===== src/rtl/la_trigger_capture_if.sv =====
// la_trigger_capture_if
//   Groups the capture controller's streaming signals.
//   Sample side : sample_valid, sample_data (probe -> capture)
//   RAM side    : wr_en, wr_addr, wr_data   (capture -> sample RAM)
//   slave  : the capture controller (consumes samples, drives RAM writes)
//   master : the probe source / RAM model (drives samples, observes writes)
interface la_trigger_capture_if #(
  parameter int DATA_WIDTH = 8,
  parameter int ADDR_WIDTH = 10
);
  logic                  sample_valid;
  logic [DATA_WIDTH-1:0] sample_data;
  logic                  wr_en;
  logic [ADDR_WIDTH-1:0] wr_addr;
  logic [DATA_WIDTH-1:0] wr_data;

  modport master (
    output sample_valid, sample_data,
    input  wr_en, wr_addr, wr_data
  );

  modport slave (
    input  sample_valid, sample_data,
    output wr_en, wr_addr, wr_data
  );
endinterface


===== src/rtl/la_trigger_capture.sv =====
// la_trigger_capture
//   Logic-analyser capture controller. Applies a mask/value/edge trigger to a
//   sample stream and writes a pre-/post-trigger window into a circular
//   sample RAM of depth 2^ADDR_WIDTH.
// Ports
//   clk, rst            clock, asynchronous active-high reset
//   i_arm, i_abort      start capture (IDLE/DONE only) / return to IDLE
//   i_trig_mask/value   level compare (mask bit 1 = bit takes part)
//   i_trig_edge         bits on which a change is required
//   i_pre_count         samples kept before the trigger
//   i_post_count        samples kept after the trigger sample
//   bus (slave)         sample stream in, RAM write strobe/addr/data out
//   o_trig_addr         RAM address of the trigger sample
//   o_start_addr        o_trig_addr - pre_count (mod depth)
//   o_triggered, o_done trigger seen / window complete
//   o_state             0 IDLE, 1 PRE_FILL, 2 ARMED, 3 POST, 4 DONE
//
// state    | meaning
// ---------+-------------------------------------------------------
// IDLE     | not capturing
// PRE_FILL | writing the first pre_count samples, trigger ignored
// ARMED    | writing samples, evaluating the trigger on each one
// POST     | trigger seen, writing post_count further samples
// DONE     | window complete, done/triggered held until arm/abort
module la_trigger_capture #(
  parameter int DATA_WIDTH = 8,
  parameter int ADDR_WIDTH = 10
) (
  input  logic                  clk,
  input  logic                  rst,
  input  logic                  i_arm,
  input  logic                  i_abort,
  input  logic [DATA_WIDTH-1:0] i_trig_mask,
  input  logic [DATA_WIDTH-1:0] i_trig_value,
  input  logic [DATA_WIDTH-1:0] i_trig_edge,
  input  logic [ADDR_WIDTH-1:0] i_pre_count,
  input  logic [ADDR_WIDTH-1:0] i_post_count,
  la_trigger_capture_if.slave   bus,
  output logic [ADDR_WIDTH-1:0] o_trig_addr,
  output logic [ADDR_WIDTH-1:0] o_start_addr,
  output logic                  o_triggered,
  output logic                  o_done,
  output logic [2:0]            o_state
);

  typedef enum logic [2:0] {
    S_IDLE  = 3'd0,
    S_PRE   = 3'd1,
    S_ARMED = 3'd2,
    S_POST  = 3'd3,
    S_DONE  = 3'd4
  } state_t;

  localparam logic [ADDR_WIDTH-1:0] ADDR_ONE = {{(ADDR_WIDTH-1){1'b0}}, 1'b1};

  state_t                r_state;
  logic [ADDR_WIDTH-1:0] r_ptr;
  logic [ADDR_WIDTH-1:0] r_cnt;
  logic [ADDR_WIDTH-1:0] r_pre;
  logic [ADDR_WIDTH-1:0] r_post;
  logic [DATA_WIDTH-1:0] r_mask;
  logic [DATA_WIDTH-1:0] r_value;
  logic [DATA_WIDTH-1:0] r_edge;
  logic [DATA_WIDTH-1:0] r_prev;
  logic                  r_prev_valid;
  logic                  r_wr_en;
  logic [ADDR_WIDTH-1:0] r_wr_addr;
  logic [DATA_WIDTH-1:0] r_wr_data;
  logic [ADDR_WIDTH-1:0] r_trig_addr;
  logic [ADDR_WIDTH-1:0] r_start_addr;
  logic                  r_triggered;
  logic                  r_done;

  logic w_level_ok;
  logic w_edge_ok;
  logic w_hit;

  assign w_level_ok = ((bus.sample_data ^ r_value) & r_mask) == '0;
  // prev_valid is cleared on arm, so the first sample of a capture can never edge-trigger
  assign w_edge_ok  = (r_edge == '0) ||
                      (r_prev_valid && (((bus.sample_data ^ r_prev) & r_edge) != '0));
  assign w_hit      = w_level_ok && w_edge_ok;

  always_ff @(posedge clk or posedge rst) begin
    if (rst) begin
      r_state      <= S_IDLE;
      r_ptr        <= '0;
      r_cnt        <= '0;
      r_pre        <= '0;
      r_post       <= '0;
      r_mask       <= '0;
      r_value      <= '0;
      r_edge       <= '0;
      r_prev       <= '0;
      r_prev_valid <= 1'b0;
      r_wr_en      <= 1'b0;
      r_wr_addr    <= '0;
      r_wr_data    <= '0;
      r_trig_addr  <= '0;
      r_start_addr <= '0;
      r_triggered  <= 1'b0;
      r_done       <= 1'b0;
    end else begin
      r_wr_en <= 1'b0;
      if (i_abort) begin
        r_state     <= S_IDLE;
        r_triggered <= 1'b0;
        r_done      <= 1'b0;
      end else begin
        case (r_state)
          S_IDLE, S_DONE: begin
            if (i_arm) begin
              r_pre        <= i_pre_count;
              r_post       <= i_post_count;
              r_mask       <= i_trig_mask;
              r_value      <= i_trig_value;
              r_edge       <= i_trig_edge;
              r_ptr        <= '0;
              r_prev_valid <= 1'b0;
              r_triggered  <= 1'b0;
              r_done       <= 1'b0;
              r_cnt        <= i_pre_count;
              r_state      <= (i_pre_count != '0) ? S_PRE : S_ARMED;
            end
          end
          S_PRE, S_ARMED, S_POST: begin
            if (bus.sample_valid) begin
              r_wr_en      <= 1'b1;
              r_wr_addr    <= r_ptr;
              r_wr_data    <= bus.sample_data;
              r_ptr        <= r_ptr + ADDR_ONE;
              r_prev       <= bus.sample_data;
              r_prev_valid <= 1'b1;
              if (r_state == S_PRE) begin
                if (r_cnt == ADDR_ONE) r_state <= S_ARMED;
                r_cnt <= r_cnt - ADDR_ONE;
              end else if (r_state == S_ARMED) begin
                if (w_hit) begin
                  r_trig_addr  <= r_ptr;
                  r_start_addr <= r_ptr - r_pre;
                  r_triggered  <= 1'b1;
                  if (r_post == '0) begin
                    r_done  <= 1'b1;
                    r_state <= S_DONE;
                  end else begin
                    r_cnt   <= r_post;
                    r_state <= S_POST;
                  end
                end
              end else begin
                if (r_cnt == ADDR_ONE) begin
                  r_done  <= 1'b1;
                  r_state <= S_DONE;
                end
                r_cnt <= r_cnt - ADDR_ONE;
              end
            end
          end
          default: r_state <= S_IDLE;
        endcase
      end
    end
  end

  assign bus.wr_en    = r_wr_en;
  assign bus.wr_addr  = r_wr_addr;
  assign bus.wr_data  = r_wr_data;
  assign o_trig_addr  = r_trig_addr;
  assign o_start_addr = r_start_addr;
  assign o_triggered  = r_triggered;
  assign o_done       = r_done;
  assign o_state      = r_state;

endmodule


===== src/flat_wrapper.sv =====
// flat-port wrapper written by rule: the top's interface ports become plain ports
module la_trigger_capture_flat 
#(
  parameter int DATA_WIDTH = 8,
  parameter int ADDR_WIDTH = 10
)
  (clk, rst, i_arm, i_abort, i_trig_mask, i_trig_value, i_trig_edge, i_pre_count, i_post_count, o_trig_addr, o_start_addr, o_triggered, o_done, o_state, bus_sample_valid, bus_sample_data, bus_wr_en, bus_wr_addr, bus_wr_data);
  la_trigger_capture_if #(.DATA_WIDTH(DATA_WIDTH), .ADDR_WIDTH(ADDR_WIDTH)) bus_i ();
  input  logic clk;
  input  logic rst;
  input  logic i_arm;
  input  logic i_abort;
  input  logic [DATA_WIDTH-1:0] i_trig_mask;
  input  logic [DATA_WIDTH-1:0] i_trig_value;
  input  logic [DATA_WIDTH-1:0] i_trig_edge;
  input  logic [ADDR_WIDTH-1:0] i_pre_count;
  input  logic [ADDR_WIDTH-1:0] i_post_count;
  output logic [ADDR_WIDTH-1:0] o_trig_addr;
  output logic [ADDR_WIDTH-1:0] o_start_addr;
  output logic o_triggered;
  output logic o_done;
  output logic [2:0] o_state;
  input wire logic [$bits(bus_i.sample_valid)-1:0] bus_sample_valid;
  input wire logic [$bits(bus_i.sample_data)-1:0] bus_sample_data;
  output wire logic [$bits(bus_i.wr_en)-1:0] bus_wr_en;
  output wire logic [$bits(bus_i.wr_addr)-1:0] bus_wr_addr;
  output wire logic [$bits(bus_i.wr_data)-1:0] bus_wr_data;
  assign bus_i.sample_valid = bus_sample_valid;
  assign bus_i.sample_data = bus_sample_data;
  assign bus_wr_en = bus_i.wr_en;
  assign bus_wr_addr = bus_i.wr_addr;
  assign bus_wr_data = bus_i.wr_data;
  la_trigger_capture #(.DATA_WIDTH(DATA_WIDTH), .ADDR_WIDTH(ADDR_WIDTH)) u_core (.clk(clk), .rst(rst), .i_arm(i_arm), .i_abort(i_abort), .i_trig_mask(i_trig_mask), .i_trig_value(i_trig_value), .i_trig_edge(i_trig_edge), .i_pre_count(i_pre_count), .i_post_count(i_post_count), .bus(bus_i), .o_trig_addr(o_trig_addr), .o_start_addr(o_start_addr), .o_triggered(o_triggered), .o_done(o_done), .o_state(o_state));
endmodule

===== config.mk =====
export PLATFORM = sky130hd
export DESIGN_NAME = la_trigger_capture_flat
export DESIGN_NICKNAME = d
export VERILOG_FILES = /design/src/rtl/la_trigger_capture_if.sv /design/src/rtl/la_trigger_capture.sv /design/src/flat_wrapper.sv
export SDC_FILE = /design/constraint.sdc
export NUM_CORES = 1
export LEC_CHECK = 0
export BUFFER_PORTS_ARGS = -buffer_cell sky130_fd_sc_hd__buf_2
export CORE_MARGIN = 4
export CORE_UTILIZATION = 56
export CTS_CLUSTER_DIAMETER = 150
export DETAILED_ROUTE_END_ITERATION = 10
export MAX_ROUTING_LAYER = met4
export PLACE_DENSITY = 0.81
export RECOVER_POWER = 100
export SLEW_MARGIN = 20
export SYNTH_ARGS = -nofsm -noshare
export SYNTH_HDL_FRONTEND = slang
export SYNTH_SLANG_ARGS = --single-unit
export TNS_END_PERCENT = 1

===== constraint.sdc =====
create_clock -name clk -period 4.1 [get_ports clk]
set_input_delay 0.205 -clock clk [delete_from_list [all_inputs] [get_ports clk]]
set_output_delay 0.205 -clock clk [all_outputs]
set_load 0.01 [all_outputs]

==> run summary <==
commonest non-fill, non-tap cell in the layout -> nand2_1
HPWL after DPL -> 9.17 mm
total CTS buffers -> 9
DIE WIDTH -> 107 um
Leakage Power -> 0.00307 uW
WP buf/inv -> 1
Post-Synthesis Cells -> 568
top post-synthesis cells by area -> dfrtp_1, nand2_1, mux2_4
syn nets -> 638
FFs w/ async S/R, synth -> 100%
Max Cap Viol -> 3
Layout area overhead -> 11.3%
family with the most delay on the worst path -> simple AND/OR/NAND/NOR gates
Startpoint Class -> flip-flop
clock buffer depth -> 2
EDFF count, synth -> 0
initial DRC count -> 238
Wirelength per Cell -> 15.8 um
worst setup path endpoint -> u_core.r_cnt[3]
most frequent cells in the layout -> nand2_1, dfrtp_1, buf_2
die area -> 0.0115 mm^2
std cell rows -> 35
Crit Reg-Reg Startpoint -> u_core.o_state[0]
R2R depth -> 6
overall power -> 3820 uW
r2r setup slk -> 0.85 ns
cell taking the most area after synthesis -> dfrtp_1
Core Region -> 0.00937 mm^2
Tightest Hold Check Type -> input pin to flip-flop
Final Skew -> 0.0132 ns
CP Launch Point -> u_core.o_state[0]
Power Density -> 625 mW/mm^2
largest net degree at the start of global routing -> 88
post-route ant nets -> 0
crit path DAT -> 3.50 ns
initial antenna violation count -> 0
slew of the pin with the lowest slew margin -> 3.15 ns
Pins Over Slew Limit -> 183
Crit. path cell count -> 6
DRT Wirelength -> 12.6 mm
violated checks -> capacitance limit, slew limit
Post-Syn Area -> 0.00549 mm^2
H-tree depth -> 3
Vias -> 4,334
Fmax achieved -> 307 MHz
Antenna diodes -> 0
Fin. Hold Viols -> 0
dpl cell area -> 0.00610 mm^2
critical setup path kind -> flip-flop to flip-flop
residual DRC count -> 0
Yosys warnings -> 0
share of cells above drive strength 1 -> 13.5%
router iterations before antenna repair -> 4
Slew HR -> -110%
CTS resizes -> 0
vias per cell -> 5.45
dominant synthesized flop cell -> dfrtp_1
Slowest cell on crit path -> inv_1
top cell type's share of synthesized area -> 49.7%
# port buffers -> 100
post-route setup slack -> 0.846 ns
Final Instance Area -> 0.00611 mm^2
IO Count -> 101
GRT Total Usage -> 23.3%
Seq cells post-synth -> 109
status -> finished with violations
Worst-path clk slew -> 0.11 ns
Tmin final -> 3.25 ns
fin crit share -> 79.4%
Clock Sinks -> 109
worst-skew pair later-pin latency -> 0.37 ns
initial core utilization -> 58.6%
Synth Area per Inst -> 9.66 um^2
Die Ht -> 107 um
setup TNS -> 0 ns
Hold Buf Count CTS -> 0
worst-path fanout max -> 26
pre-CTS setup slack -> 1.34 ns
Placer Congestion -> 0.918
peak supply drop -> 0.348 mV
Setup crit end kind -> flip-flop
r2r endpoint -> u_core.r_cnt[3]
register area share after synthesis -> 49.7%
gr ovfl total -> 0
Setup violations, final -> 0
clk root buf -> clkbuf_8
vias in the first global route -> 4,248
CTS tree -> done
slowest stage delay, CP -> 0.66 ns
Post-CTS Setup Inserts -> 0
RSZ-0062 raised after global routing -> no
fin nets -> 732
global-route wire length before repair -> 20.7 mm
Yosys cell types -> 59
Req. time, crit path -> 4.35 ns
worst-path cell chain -> or2_0 > nand3_4 > inv_1 > nor2_1 > o22ai_4 > mux2_2
sequential cells by signal, summed over array words and instances, names as in the netlist:
register,cells
u_core.r_ptr,10
u_core.o_triggered,1
u_core.r_value,8
u_core.r_post,10
u_core.o_state,3
u_core.r_prev_valid,1
u_core.r_mask,8
u_core.bus.wr_en,1
u_core.o_trig_addr,10
u_core.bus.wr_addr,10
u_core.bus.wr_data,8
u_core.r_pre,10
u_core.o_start_addr,10
u_core.r_cnt,10
u_core.o_done,1
u_core.r_edge,8
metrics by stage:
step	cells	hold slack (ns)	util (%)
after floorplan	568	0.271	-
after global placement	780	0.393	65.1
after detailed placement	780	0.399	65.1
after CTS	795	0.00350	67.0
after global routing	795	0.0167	65.2
final	795	0.0153	65.2
Yosys cell counts, types with 2 or more instances:
cell type,count
nand2_1,185
dfrtp_1,109
o21ai_0,27
nor2_1,25
inv_1,21
xor2_1,21
mux2_4,18
clkbuf_1,17
a21oi_1,12
ha_1,12
nand3_1,12
xnor2_1,12
nor4_1,7
mux2_2,6
mux2i_1,6
o22ai_1,6
a22o_1,5
a211oi_1,4
a22oi_1,4
nor2b_1,4
nor3_1,4
a31o_2,3
nand4_1,3
o211ai_1,3
a21o_1,2
and3_1,2
buf_6,2
nor3b_1,2
o22a_1,2
or3_1,2
or4_4,2
routing by layer:
metal	global-route usage (%)	vias up	part of all wire (%)
met5	-	-	0
met4	6.58	0	1.6
met3	4.27	19	5.6
met2	37.1	139	48
met1	30.9	2081	45
li1	-	2095	-
layout make-up:
| class | instances | area, um^2 |
|---|---|---|
| Sequential cell | 109 | 2730 |
| Timing Repair Buffer | 104 | 462 |
| Clock inverter | 6 | 47.5 |
| Fill cell | 845 | 3260 |
| Multi-Input combinational cell | 416 | 2510 |
| Tap cell | 129 | 161 |
| Inverter | 22 | 82.6 |
| Clock buffer | 9 | 124 |
logic make-up (layout without fill, tap and decap cells):
kind of cell    Yosys count  count (layout)  share of synthesized area (%)
compound gates           81              81                           10.7
buf+inv                  43             141                           3.24
simple gates            258             258                           20.5
flops                   109             109                           49.7
fa+ha+maj                13              13                           3.10
xor+xnor                 33              33                           5.27
mux                      31              31                           7.45
worst reg2reg max path, stage by stage, from the launching register on:
cell     delay, ns
dfrtp_1       0.56
or2_0         0.48
nand3_4       0.37
inv_1         0.66
nor2_1        0.25
o22ai_4       0.44
mux2_2        0.39
power by group:
part           switching (uW)  leakage, uW  internal, uW  total [uW]
Combinational             847      0.00158           627        1470
Clock                     370    0.0000861           223         593
Sequential                323      0.00140          1430        1750
Total                    1540      0.00307          2280        3820
worst min-delay path by stage:
stage               startpoint                end  slack (ns)  cells past startpoint
2_1_floorplan          i_abort  u_core.o_state[1]        0.27                      1
3_3_place_gp   i_post_count[7]   u_core.r_post[7]        0.39                      3
3_5_place_dp    i_trig_edge[7]   u_core.r_edge[7]        0.40                      3
4_1_cts        i_trig_value[1]  u_core.r_value[1]       0.004                      3
5_1_grt         i_trig_mask[4]   u_core.r_mask[4]        0.02                      3
6_report       i_trig_value[1]  u_core.r_value[1]        0.02                      3
No activity file was read; power rests on OpenSTA's default activity.
